===== config.mk =====
export PLATFORM = sky130hd
export DESIGN_NAME = fft_bin_streamer
export DESIGN_NICKNAME = d
export VERILOG_FILES = /design/src/rtl/fft_pkg.sv /design/src/rtl/pipe_delay.sv /design/src/rtl/fft_bin_streamer.sv
export SDC_FILE = /design/constraint.sdc
export NUM_CORES = 1
export LEC_CHECK = 0
export ABC_AREA = 1
export CAP_MARGIN = 20
export CORE_ASPECT_RATIO = 1.75
export CORE_MARGIN = 5
export CORE_UTILIZATION = 34
export DETAILED_ROUTE_END_ITERATION = 8
export PLACE_DENSITY = 0.89
export SLEW_MARGIN = 5
export SYNTH_ARGS = -nofsm -noshare
export SYNTH_HDL_FRONTEND = slang
export SYNTH_SLANG_ARGS = --single-unit

===== constraint.sdc =====
create_clock -name clk -period 4.3 [get_ports clk]
set_input_delay 0.645 -clock clk [delete_from_list [all_inputs] [get_ports clk]]
set_output_delay 0.645 -clock clk [all_outputs]
set_load 0.05 [all_outputs]

===== src/rtl/fft_pkg.sv =====
// Shared definitions for the FFT result streamer.
//   N_BINS_DEF / DW_DEF : default FFT length and component width
//   PAIR_W_DEF          : pair-index width for the default FFT length
//   streamer_state_t    : streamer FSM encoding
//   bitrev()            : reverses the low 'width' bits of an index
package fft_pkg;

  localparam int unsigned N_BINS_DEF = 1024;
  localparam int unsigned DW_DEF     = 16;
  localparam int unsigned PAIR_W_DEF = $clog2(N_BINS_DEF) - 1;

  typedef enum logic [1:0] {
    IDLE,
    READ,
    DRAIN,
    DONE
  } streamer_state_t;

  // Only called with elaboration-time constant widths, so the loop unrolls.
  function automatic logic [31:0] bitrev(input logic [31:0] b, input int unsigned width);
    logic [31:0] r;
    r = '0;
    for (int unsigned i = 0; i < width; i++) begin
      r[i] = b[width-1-i];
    end
    return r;
  endfunction

endpackage


===== src/rtl/pipe_delay.sv =====
// Fixed-depth shift register with asynchronous clear.
//   clk, reset_fft : clock, async active-high clear
//   din            : W-bit input, sampled every cycle
//   dout           : din delayed by DEPTH cycles
module pipe_delay #(
  parameter int unsigned W     = 1,
  parameter int unsigned DEPTH = 1
) (
  input  logic         clk,
  input  logic         reset_fft,
  input  logic [W-1:0] din,
  output logic [W-1:0] dout
);

  logic [W-1:0] stage [DEPTH];

  always_ff @(posedge clk or posedge reset_fft) begin
    if (reset_fft) begin
      for (int unsigned i = 0; i < DEPTH; i++) begin
        stage[i] <= '0;
      end
    end else begin
      stage[0] <= din;
      for (int unsigned i = 1; i < DEPTH; i++) begin
        stage[i] <= stage[i-1];
      end
    end
  end

  assign dout = stage[DEPTH-1];

endmodule


===== src/rtl/fft_bin_streamer.sv =====
// Streams one completed FFT frame out of the dual-port result RAM as bin
// pairs (2p, 2p+1), one pair per cycle, toward the peak detector.
//   clk, reset_fft          : clock, async active-high reset (frame scoped)
//   fft_done                : pulse, RAM holds a complete frame
//   ram_rd_en               : read strobe for both RAM ports
//   ram_addr0 / ram_addr1   : even / odd bin addresses (bit-reversed if BITREV)
//   ram_rdata0 / ram_rdata1 : {real, imag} read data, RAM_LAT cycles after address
//   output_index            : pair index p of the presented data
//   real0/imag0, real1/imag1: bins 2p and 2p+1, zero when not valid
//   bin_valid               : presented pair is valid
//   busy                    : frame being read or drained
//   stream_done             : frame fully presented, held until reset
module fft_bin_streamer
  import fft_pkg::*;
#(
  parameter int unsigned N_BINS    = N_BINS_DEF,
  parameter int unsigned DW        = DW_DEF,
  parameter int unsigned RAM_LAT   = 1,
  parameter int unsigned HALF_ONLY = 1,
  parameter int unsigned BITREV    = 1
) (
  input  logic                            clk,
  input  logic                            reset_fft,
  input  logic                            fft_done,
  output logic                            ram_rd_en,
  output logic        [$clog2(N_BINS)-1:0] ram_addr0,
  output logic        [$clog2(N_BINS)-1:0] ram_addr1,
  input  logic        [2*DW-1:0]           ram_rdata0,
  input  logic        [2*DW-1:0]           ram_rdata1,
  output logic        [$clog2(N_BINS)-2:0] output_index,
  output logic signed [DW-1:0]             real0,
  output logic signed [DW-1:0]             imag0,
  output logic signed [DW-1:0]             real1,
  output logic signed [DW-1:0]             imag1,
  output logic                            bin_valid,
  output logic                            busy,
  output logic                            stream_done
);

  localparam int unsigned AW      = $clog2(N_BINS);
  localparam int unsigned PW      = AW - 1;
  localparam int unsigned N_PAIRS = (HALF_ONLY != 0) ? N_BINS / 4 : N_BINS / 2;
  localparam logic [PW-1:0] P_LAST     = PW'(N_PAIRS - 1);
  localparam logic [2:0]    DRAIN_LAST = 3'(RAM_LAT - 1);

  streamer_state_t state_q, state_d;
  logic [PW-1:0]   pair_q;
  logic [2:0]      drain_q;
  logic            rd_en;
  logic [AW-1:0]   bin0, bin1;
  logic [PW:0]     align_out;
  logic            dly_valid;
  logic [PW-1:0]   dly_pair;

  always_ff @(posedge clk or posedge reset_fft) begin
    if (reset_fft) begin
      state_q <= IDLE;
      pair_q  <= '0;
      drain_q <= '0;
    end else begin
      state_q <= state_d;
      if (state_q == IDLE && fft_done) begin
        pair_q <= '0;
      end else if (state_q == READ && pair_q != P_LAST) begin
        pair_q <= pair_q + PW'(1);
      end
      drain_q <= (state_q == DRAIN) ? drain_q + 3'd1 : '0;
    end
  end

  always_comb begin
    state_d = state_q;
    rd_en   = 1'b0;
    unique case (state_q)
      IDLE:  if (fft_done) state_d = READ;
      READ: begin
        rd_en = 1'b1;
        if (pair_q == P_LAST) state_d = DRAIN;
      end
      DRAIN: if (drain_q == DRAIN_LAST) state_d = DONE;
      DONE:  state_d = DONE;
      default: state_d = IDLE;
    endcase
  end

  assign bin0 = {pair_q, 1'b0};
  assign bin1 = {pair_q, 1'b1};

  always_comb begin
    ram_addr0 = '0;
    ram_addr1 = '0;
    if (rd_en) begin
      if (BITREV != 0) begin
        ram_addr0 = AW'(bitrev(32'(bin0), AW));
        ram_addr1 = AW'(bitrev(32'(bin1), AW));
      end else begin
        ram_addr0 = bin0;
        ram_addr1 = bin1;
      end
    end
  end

  assign ram_rd_en   = rd_en;
  assign busy        = (state_q == READ) || (state_q == DRAIN);
  assign stream_done = (state_q == DONE);

  // Issue strobe and pair index ride alongside the RAM read so the index
  // lines up with the returning data.
  pipe_delay #(
    .W     (PW + 1),
    .DEPTH (RAM_LAT)
  ) u_align (
    .clk       (clk),
    .reset_fft (reset_fft),
    .din       ({rd_en, pair_q}),
    .dout      (align_out)
  );

  assign dly_valid = align_out[PW];
  assign dly_pair  = align_out[PW-1:0];

  // Zeroing when invalid keeps the detector's magnitude at 0 outside the frame.
  assign bin_valid    = dly_valid;
  assign output_index = dly_valid ? dly_pair : '0;
  assign real0        = dly_valid ? ram_rdata0[2*DW-1:DW] : '0;
  assign imag0        = dly_valid ? ram_rdata0[DW-1:0]    : '0;
  assign real1        = dly_valid ? ram_rdata1[2*DW-1:DW] : '0;
  assign imag1        = dly_valid ? ram_rdata1[DW-1:0]    : '0;

endmodule

# --- Word-level counts from Yosys, hierarchy flattened ---
# Cells that the tools add are included.
op_classes:
  n_reduce_logical: 7
  n_eq_ne: 8
  muxes: 15
  n_addsub: 2
ops:
  columns: ["cell", "n"]
  rows:
  - ["two-way mux 16 bit", 4]
  - ["two-way mux 9 bit", 4]
  - ["two-way mux 10 bit", 1]
  - ["adder 9 x 1 -> 9 bit (second input constant)", 1]
  - ["equality test 9 x 8 -> 1 bit (second input constant)", 1]
  - ["inequality test 9 x 8 -> 1 bit (second input constant)", 1]
  - ["one-hot mux 2 bit (4 select lines)", 1]
  - ["two-way mux 2 bit", 3]
  - ["equality test 2 bit (second input constant)", 2]
  - ["inequality test 2 bit (second input constant)", 2]
  - ["adder 3 x 1 -> 3 bit (second input constant)", 1]
  - ["zero test 3 bit", 1]
  - ["two-way mux 3 bit", 1]
  - ["AND reduction 3 bit", 1]
  - ["equality test 2 x 1 -> 1 bit (second input constant)", 1]
  - ["logical AND 1 bit", 2]
  - ["zero test 2 bit", 1]
  - ["inequality test 2 x 1 -> 1 bit (second input constant)", 1]
  - ["nonzero test 2 bit", 1]
  - ["logical OR 1 bit", 1]
  - ["two-way mux 1 bit", 1]
totals:
  output_inout_bits: 97
  ff_bits: 24
  input_bits: 67
  word_cells: 36

# --- Depth between registers and ports, before layout ---
# Gate-level depths: netlist (run 1).
logic_depth:
  word_depth: 4
  mapped_depth: 12
  ltp_nobuf: 12

# --- Cells and area by module ---
# Synthesis (run 1) repeated with hierarchy kept, for this count alone.
unflattened:
  hier_cells: 296
  hier_area_um2: 1855.5
by_module_without_submodules:
  columns: ["mod", "seq_area_each_um2", "cells_each", "area_each_um2", "n_inst"]
  rows:
  - ["fft_bin_streamer", 350.3, 285, 1601.5, 1]
  - ["pipe_delay", 250.2, 11, 254.0, 1]

# --- Worst setup path before layout (run 1) ---
# No wires, ideal clock.
synth_path:
  path_type: "reg2out"
  start: "register state_q[1]"
  end: "output port ram_addr1[1]"
  n_path_buf: 2
  setup_slack_ps: 1750
  arrival_time_ps: 1905
  path_stages_with_launch: 7
  required_time_ps: 3655
  cell_sequence: "dfrtp_1 -> inv_1 -> ha_1 -> buf_6 -> nand2_1 -> inv_1 -> buf_4"
synth_via:
  elab_chain_cells: 3
synth_lines:
  columns: ["item", "line_no", "source"]
  rows:
  - ["start: declaration", "fft_bin_streamer.sv:46", "streamer_state_t state_q, state_d;"]
  - ["start signal: assignment", "fft_bin_streamer.sv:61", "state_q <= state_d;"]
  - ["equality test 2 x 1 -> 1 bit", "fft_bin_streamer.sv:74", "unique case (state_q)"]
  - ["two-way mux 1 bit", "fft_bin_streamer.sv:74", null]
  - ["net ram_rd_en", "fft_bin_streamer.sv:25", "output logic ram_rd_en,"]
  - ["two-way mux 10 bit", "fft_bin_streamer.sv:92", "if (rd_en) begin"]
  - ["end: declaration", "fft_bin_streamer.sv:27", "output logic [$clog2(N_BINS)-1:0] ram_addr1,"]
# The timed path passes the listed nets, and every way through them passes these cells.

# --- Worst setup path in the final report (run 1) ---
layout_path:
  start: "register state_q[1]"
  end: "output port ram_addr1[6]"
layout_via:
  elab_chain_cells: 3
layout_lines:
  columns: ["item", "line_no"]
  rows:
  - ["equality test 2 x 1 -> 1 bit", "fft_bin_streamer.sv:74"]
  - ["two-way mux 1 bit", "fft_bin_streamer.sv:74"]
  - ["two-way mux 10 bit", "fft_bin_streamer.sv:92"]
# Every way passes these cells.

==> results.yml, run 1 <==
outcome:
  status: "completed"
timing:
  setup_violations: 0
  fmaxAchievable_mhz: 330.3
  final_hold_viol_count: 0
  period_minus_slack_ps: 3028
  relSlewSlack: 0.4250
  rsz0062_at_grt: "false"
  worst_pin_slew_ps: 861.5
  skew_ps: 8.572
  final_max_slew_viol_count: 0
  fin_crit_sh: 0.7041
  finalSetupTns_ps: 0
drt:
  antenna_left: 0
  vias: 2093
  routedWlPerCell_um: 11.99
  wl_um: 6186
  drt_first_pass_iters: 4
  drt_iter0_markers: 76
  viasPerCell: 4.056
  drc: 0
power:
  p_sw_mw: 1.103
  seq_power_share: 0.190
  total_power_mw: 1.915
  irDropWorstVdd_mv: 0.4211
  p_comb_frac: 0.741
  swShare: 0.5757
  power.clock.fraction: 0.069
  p_leak_nw: 2.050
  internal-power_mw: 0.8126
  pwr_density_cell_mw_per_mm2: 546.2
grt:
  grt_max_degree: 75
  first_global_vias: 2052
  gr-usage-all-layers: 0.1739
  grt_overflow: 0
  grt_pass1_wl_um: 9860
  antenna_found_initial: 0
cts:
  htreeDepth: 1
  path_clk_slew_ps: 80
  numCtsBuffers: 3
  root_buffer: "clkbuf_8"
  clock_latency_ps: 270
  post_cts_buffers: 0
  cts_tree: "built"
  hold_buffers: 0
  cts-resized-gates: 0
  clock_sinks: 24
  clockBufferDepth: 2
setup_path:
  cp_common_cell: "inv_1"
  startpoint_type: "register"
  crit_end: "ram_addr1[6]"
  worstSetupStartpoint: "state_q[1]$_DFFE_PP0P_"
  cpPeakStageDelay_ps: 850
  r2r_cells: 10
  r2r_slack_ps: 2370
  end_kind: "primary output"
  path_depth: 5
  path_buf_inv: 3
  critPathKind: "reg -> out"
  critical_path.reg2reg.startpoint: "pair_q[1]$_DFFE_PP0P_"
  cp_max_fo: 14
  cp_top_family: "buffers and inverters"
  critical-path-slowest-cell: "clkdlybuf4s50_1"
  path_cells: "inv_1, ha_1, nand2_1, inv_1, clkdlybuf4s50_1"
  cp_data_arrival_time_ps: 2380
  required_ps: 3650
  r2r_end: "state_q[1]$_DFFE_PP0P_"
placement:
  dp.cells: 511
  place_hpwl_um: 5321
  portBuffers: 162
  routabilityCongestion: 0.8339
synth:
  postSynth.asyncResetShare: 1.000
  synth-warning-count: 0
  synth_edf_count: 0
  synth_flop_cell: "dfrtp_1"
  synth_cell_types: 25
  synthesis.area_mm2: 0.001866
  syn-num-nets: 372
  synth.avg_cell_area_um2: 6.302
  synth-seq-cells: 24
  synth_cells: 296
  synth_seq_area_share: 0.3219
layout:
  final_common_cell: "clkdlybuf4s50_1"
  final_cells: 516
  postLayoutCoreUtil: 0.6619
  final_cell_mix: "clkdlybuf4s50_1, nand2_1, inv_1"
  fillCellCount: 456
  synthToLayoutAreaGrowth_pct: 87.99
  drive_above_1_share: 0.03394
  nets: 519
  n_antenna_cell: 0
die:
  die_h_um: 108.0
  core_area_mm2: 0.005299
  start_util: 0.3521
  io_pins: 164
  die_w_um: 66.00
  num_rows: 35
  dieArea_mm2: 0.007127
worst_hold_path:
  worstHoldPathType: "reg -> reg"
  min_from: "pair_q[8]$_DFFE_PP0P_"
run:
  cap_violations: 0
==> cells in the mapped netlist (2+ instances only) <==
cell	instances	area, um^2
dfrtp_1	24	600.6
o21ai_0	4	20.02
nand2_1	101	379.1
nand2_2	2	12.51
o21ai_1	4	20.02
nand2_8	2	40.04
a21oi_1	4	20.02
nand3_1	8	40.04
buf_4	11	82.58
buf_2	9	45.04
inv_1	101	379.1
nor2_1	5	18.77
ha_1	9	112.6
==> worst min-delay path by stage <==
stage                                     end  slack [ps]  depth (start not counted)
floorplan           u_align.dout[8]$_DFF_PP0_         370                          0
global placement    u_align.dout[8]$_DFF_PP0_         400                          0
detailed placement  u_align.dout[8]$_DFF_PP0_         400                          0
CTS                 u_align.dout[8]$_DFF_PP0_         420                          0
global route        u_align.dout[8]$_DFF_PP0_         440                          0
finish              u_align.dout[8]$_DFF_PP0_         420                          0
==> power groups by stage <==
stage	clock, mW	sequential, mW	combinational [mW]
2_1_floorplan	0	0.334	1.01
3_3_place_gp	0	0.399	1.36
3_5_place_dp	0	0.403	1.38
4_1_cts	0.135	0.399	1.38
5_1_grt	0.144	0.380	1.51
6_report	0.133	0.364	1.42
==> per-stage QoR <==
step           hold WS, ps  setup WS, ps  instance area, um^2
6_report             419.7          1272                 3507
5_1_grt              440.3          1160                 3507
4_1_cts              419.6          1186                 3487
3_5_place_dp         400.7          1489                 3442
3_3_place_gp         397.6          1498                 3442
2_1_floorplan        373.7          1750                 1866
==> routing by layer <==
metal  vias to the layer above  part of all wire  track usage
li1                       1092                 -            -
met1                       896              0.34       0.1819
met2                        98              0.53       0.3317
met3                         7              0.11      0.04470
met4                         0             0.015      0.04942
met5                         -                 0            0
==> cell families after synthesis <==
| group | Yosys count | synth area share |
|---|---|---|
| other | 1 | 0.002010 |
| AND/OR/NAND/NOR | 123 | 0.2871 |
| adder cells (fa/ha/maj) | 9 | 0.06036 |
| buffers and inverters | 123 | 0.2797 |
| AO/OA/AOI/OAI | 16 | 0.04897 |
| flip-flops | 24 | 0.3219 |
==> state kept, by name, indices dropped and copies added (netlist names) <==
register	flops
u_align.dout	10
pair_q	9
drain_q	3
state_q	2
==> worst register-to-register path, cell delays in order, from the launching register on <==
cell,delay (ps)
dfrtp_1,440
ha_1,200
inv_1,70
nor3_2,220
and3_1,200
ha_1,210
nor2_2,100
a21oi_1,120
o21ai_1,120
nand2_1,70
o21ai_0,70
==> layout make-up <==
cell class	instances	area [um^2]	area share
repair buffers	163	1642	0.4681
well taps	74	92.59	0.02640
multi-input cells	149	743.2	0.2119
clock buffers	4	45.04	0.01284
flip-flops and latches	24	601.8	0.1716
inverters	102	382.9	0.1092
Power figures use the tool's default switching activity.
==> run 2, diff against run 1 <==
--- a/config.mk
+++ b/config.mk
@@ -9,9 +9,9 @@
 export CAP_MARGIN = 20
 export CORE_ASPECT_RATIO = 1.75
 export CORE_MARGIN = 5
-export CORE_UTILIZATION = 34
+export CORE_UTILIZATION = 32
 export DETAILED_ROUTE_END_ITERATION = 8
-export PLACE_DENSITY = 0.89
+export PLACE_DENSITY = 0.85
 export SLEW_MARGIN = 5
 export SYNTH_ARGS = -nofsm -noshare
 export SYNTH_HDL_FRONTEND = slang
==> constraint.sdc (replaced) <==
create_clock -name clk -period 3.04 [get_ports clk]
set_input_delay 0.456 -clock clk [delete_from_list [all_inputs] [get_ports clk]]
set_output_delay 0.456 -clock clk [all_outputs]
set_load 0.05 [all_outputs]
==> run 2 against run 1 <==
Against the previous run: register-to-register slack got worse by 1300 ps; sequential share of layout area is 0.097 points lower; die area increased by 5.5%; critical path depth is 1 lower; count of clock-buffer cells in the layout did not move; clock power is 59% higher; final cell count up 0.58%; global-route usage fell by 0.19 points.
==> results.yml, run 2 (synthesis results as in run 1) <==
outcome:
  status: "completed"
layout:
  fillCellCount: 476
  nets: 520
  n_antenna_cell: 0
  final_cell_mix: "clkdlybuf4s50_1, nand2_1, inv_1"
  drive_above_1_share: 0.03837
  largest_register_ff_count: 10
  regArea_um2: 601.8
  final_common_cell: "clkdlybuf4s50_1"
  multi_input_area_um2: 743.2
  postLayoutCoreUtil: 0.6264
  synthToLayoutAreaGrowth_pct: 89.07
  stdcell_area_mm2: 0.003527
  final_cells: 519
grt:
  first_global_vias: 2158
  grt_pass1_wl_um: 10130
  antenna_found_initial: 0
  gr-usage-all-layers: 0.1719
  grt_max_degree: 48
  grt_overflow: 0
die:
  num_rows: 36
  dieArea_mm2: 0.007517
  die_h_um: 111.0
  core_area_mm2: 0.005630
  io_pins: 164
  die_w_um: 67.72
  start_util: 0.3313
placement:
  place_ws_ps: 700.9
  routabilityCongestion: 0.7822
  place_hpwl_um: 5581
  place_area_mm2: 0.003472
  dp.cells: 515
  portBuffers: 162
timing:
  period_minus_slack_ps: 2616
  skew_ps: 0.9334
  fmaxAchievable_mhz: 382.3
  rsz0062_at_grt: "false"
  relSlewSlack: 0.4053
  setup_slack_ps: 424.3
  worst_pin_slew_ps: 891.1
  final_max_slew_viol_count: 0
  finalSetupTns_ps: 0
  final_hold_viol_count: 0
  holdWs_ps: 437.5
  setup_violations: 0
  fin_crit_sh: 0.8604
power:
  p_leak_nw: 2.062
  pwr_density_cell_mw_per_mm2: 780.2
  total_power_mw: 2.752
  irDropWorstVdd_mv: 0.7496
  p_comb_frac: 0.738
  internal-power_mw: 1.174
  power.clock.fraction: 0.077
  p_sw_mw: 1.578
  swShare: 0.5734
  seq_power_share: 0.185
cts:
  path_clk_slew_ps: 80
  cts_tree: "built"
  hold_buffers: 0
  clockBufferDepth: 2
  cts-resized-gates: 0
  htreeDepth: 1
  root_buffer: "clkbuf_8"
  post_cts_buffers: 0
  clock_sinks: 24
  clock_latency_ps: 260
  numCtsBuffers: 3
setup_path:
  r2r_slack_ps: 1040
  startpoint_type: "register"
  r2r_end: "state_q[0]$_DFFE_PP0P_"
  cp_data_arrival_time_ps: 2160
  required_ps: 2580
  end_kind: "primary output"
  critical_path.reg2reg.startpoint: "pair_q[1]$_DFFE_PP0P_"
  crit_end: "imag0[12]"
  critPathKind: "reg -> out"
  worstSetupStartpoint: "u_align.dout[9]$_DFF_PP0_"
  cp_max_fo: 47
  r2r_cells: 10
drt:
  drt_iter0_markers: 65
  vias: 2159
  antenna_left: 0
  routedWlPerCell_um: 12.52
  wl_um: 6497
  drc: 0
  viasPerCell: 4.160
  drt_first_pass_iters: 4
worst_hold_path:
  worstHoldPathType: "reg -> reg"
  min_from: "pair_q[8]$_DFFE_PP0P_"
  holdPathStages: 0
run:
  cap_violations: 0
-- run 2: cell types whose count changed in the layout (fill, tap and decap cells not counted) --
cell / previous run / this run
buf_4: 0 / 1
clkbuf_1: 1 / 0
clkbuf_8: 3 / 4
-- run 2: critical path: stages (launching register included) --
cell and delay (ps):
dfrtp_2 670, buf_12 270, nand2_1 80, inv_1 60, clkdlybuf4s50_1 800
-- run 2: metal layers --
layer,track usage,part of all wire,vias to the layer above
met3,0.04158,0.11,14
met1,0.1552,0.31,949
li1,-,-,1092
met2,0.3409,0.55,104
met5,0,0,-
met4,0.05962,0.026,0
-- run 2: cell type report --
class | count | area share
multi-input cells | 149 | 0.2107
clock buffers | 4 | 0.01561
well taps | 76 | 0.02696
inverters | 102 | 0.1085
repair buffers | 164 | 0.4675
flip-flops and latches | 24 | 0.1706
-- run 2: power by group through the flow --
stage / Clock [mW] / Combinational, mW / Sequential (mW)
5_1_grt: 0.228 / 2.17 / 0.523
3_5_place_dp: 0 / 2.05 / 0.514
2_1_floorplan: 0 / 1.43 / 0.472
6_report: 0.212 / 2.03 / 0.508
3_3_place_gp: 0 / 2.02 / 0.507
4_1_cts: 0.216 / 2.05 / 0.508
-- run 2: how the worst min path moves through the flow --
stage,endpoint,slack [ps]
after floorplan,u_align.dout[8]$_DFF_PP0_,370
after global placement,u_align.dout[8]$_DFF_PP0_,420
after detailed placement,u_align.dout[8]$_DFF_PP0_,420
after CTS,u_align.dout[8]$_DFF_PP0_,440
after global routing,u_align.dout[8]$_DFF_PP0_,460
final,u_align.dout[8]$_DFF_PP0_,440
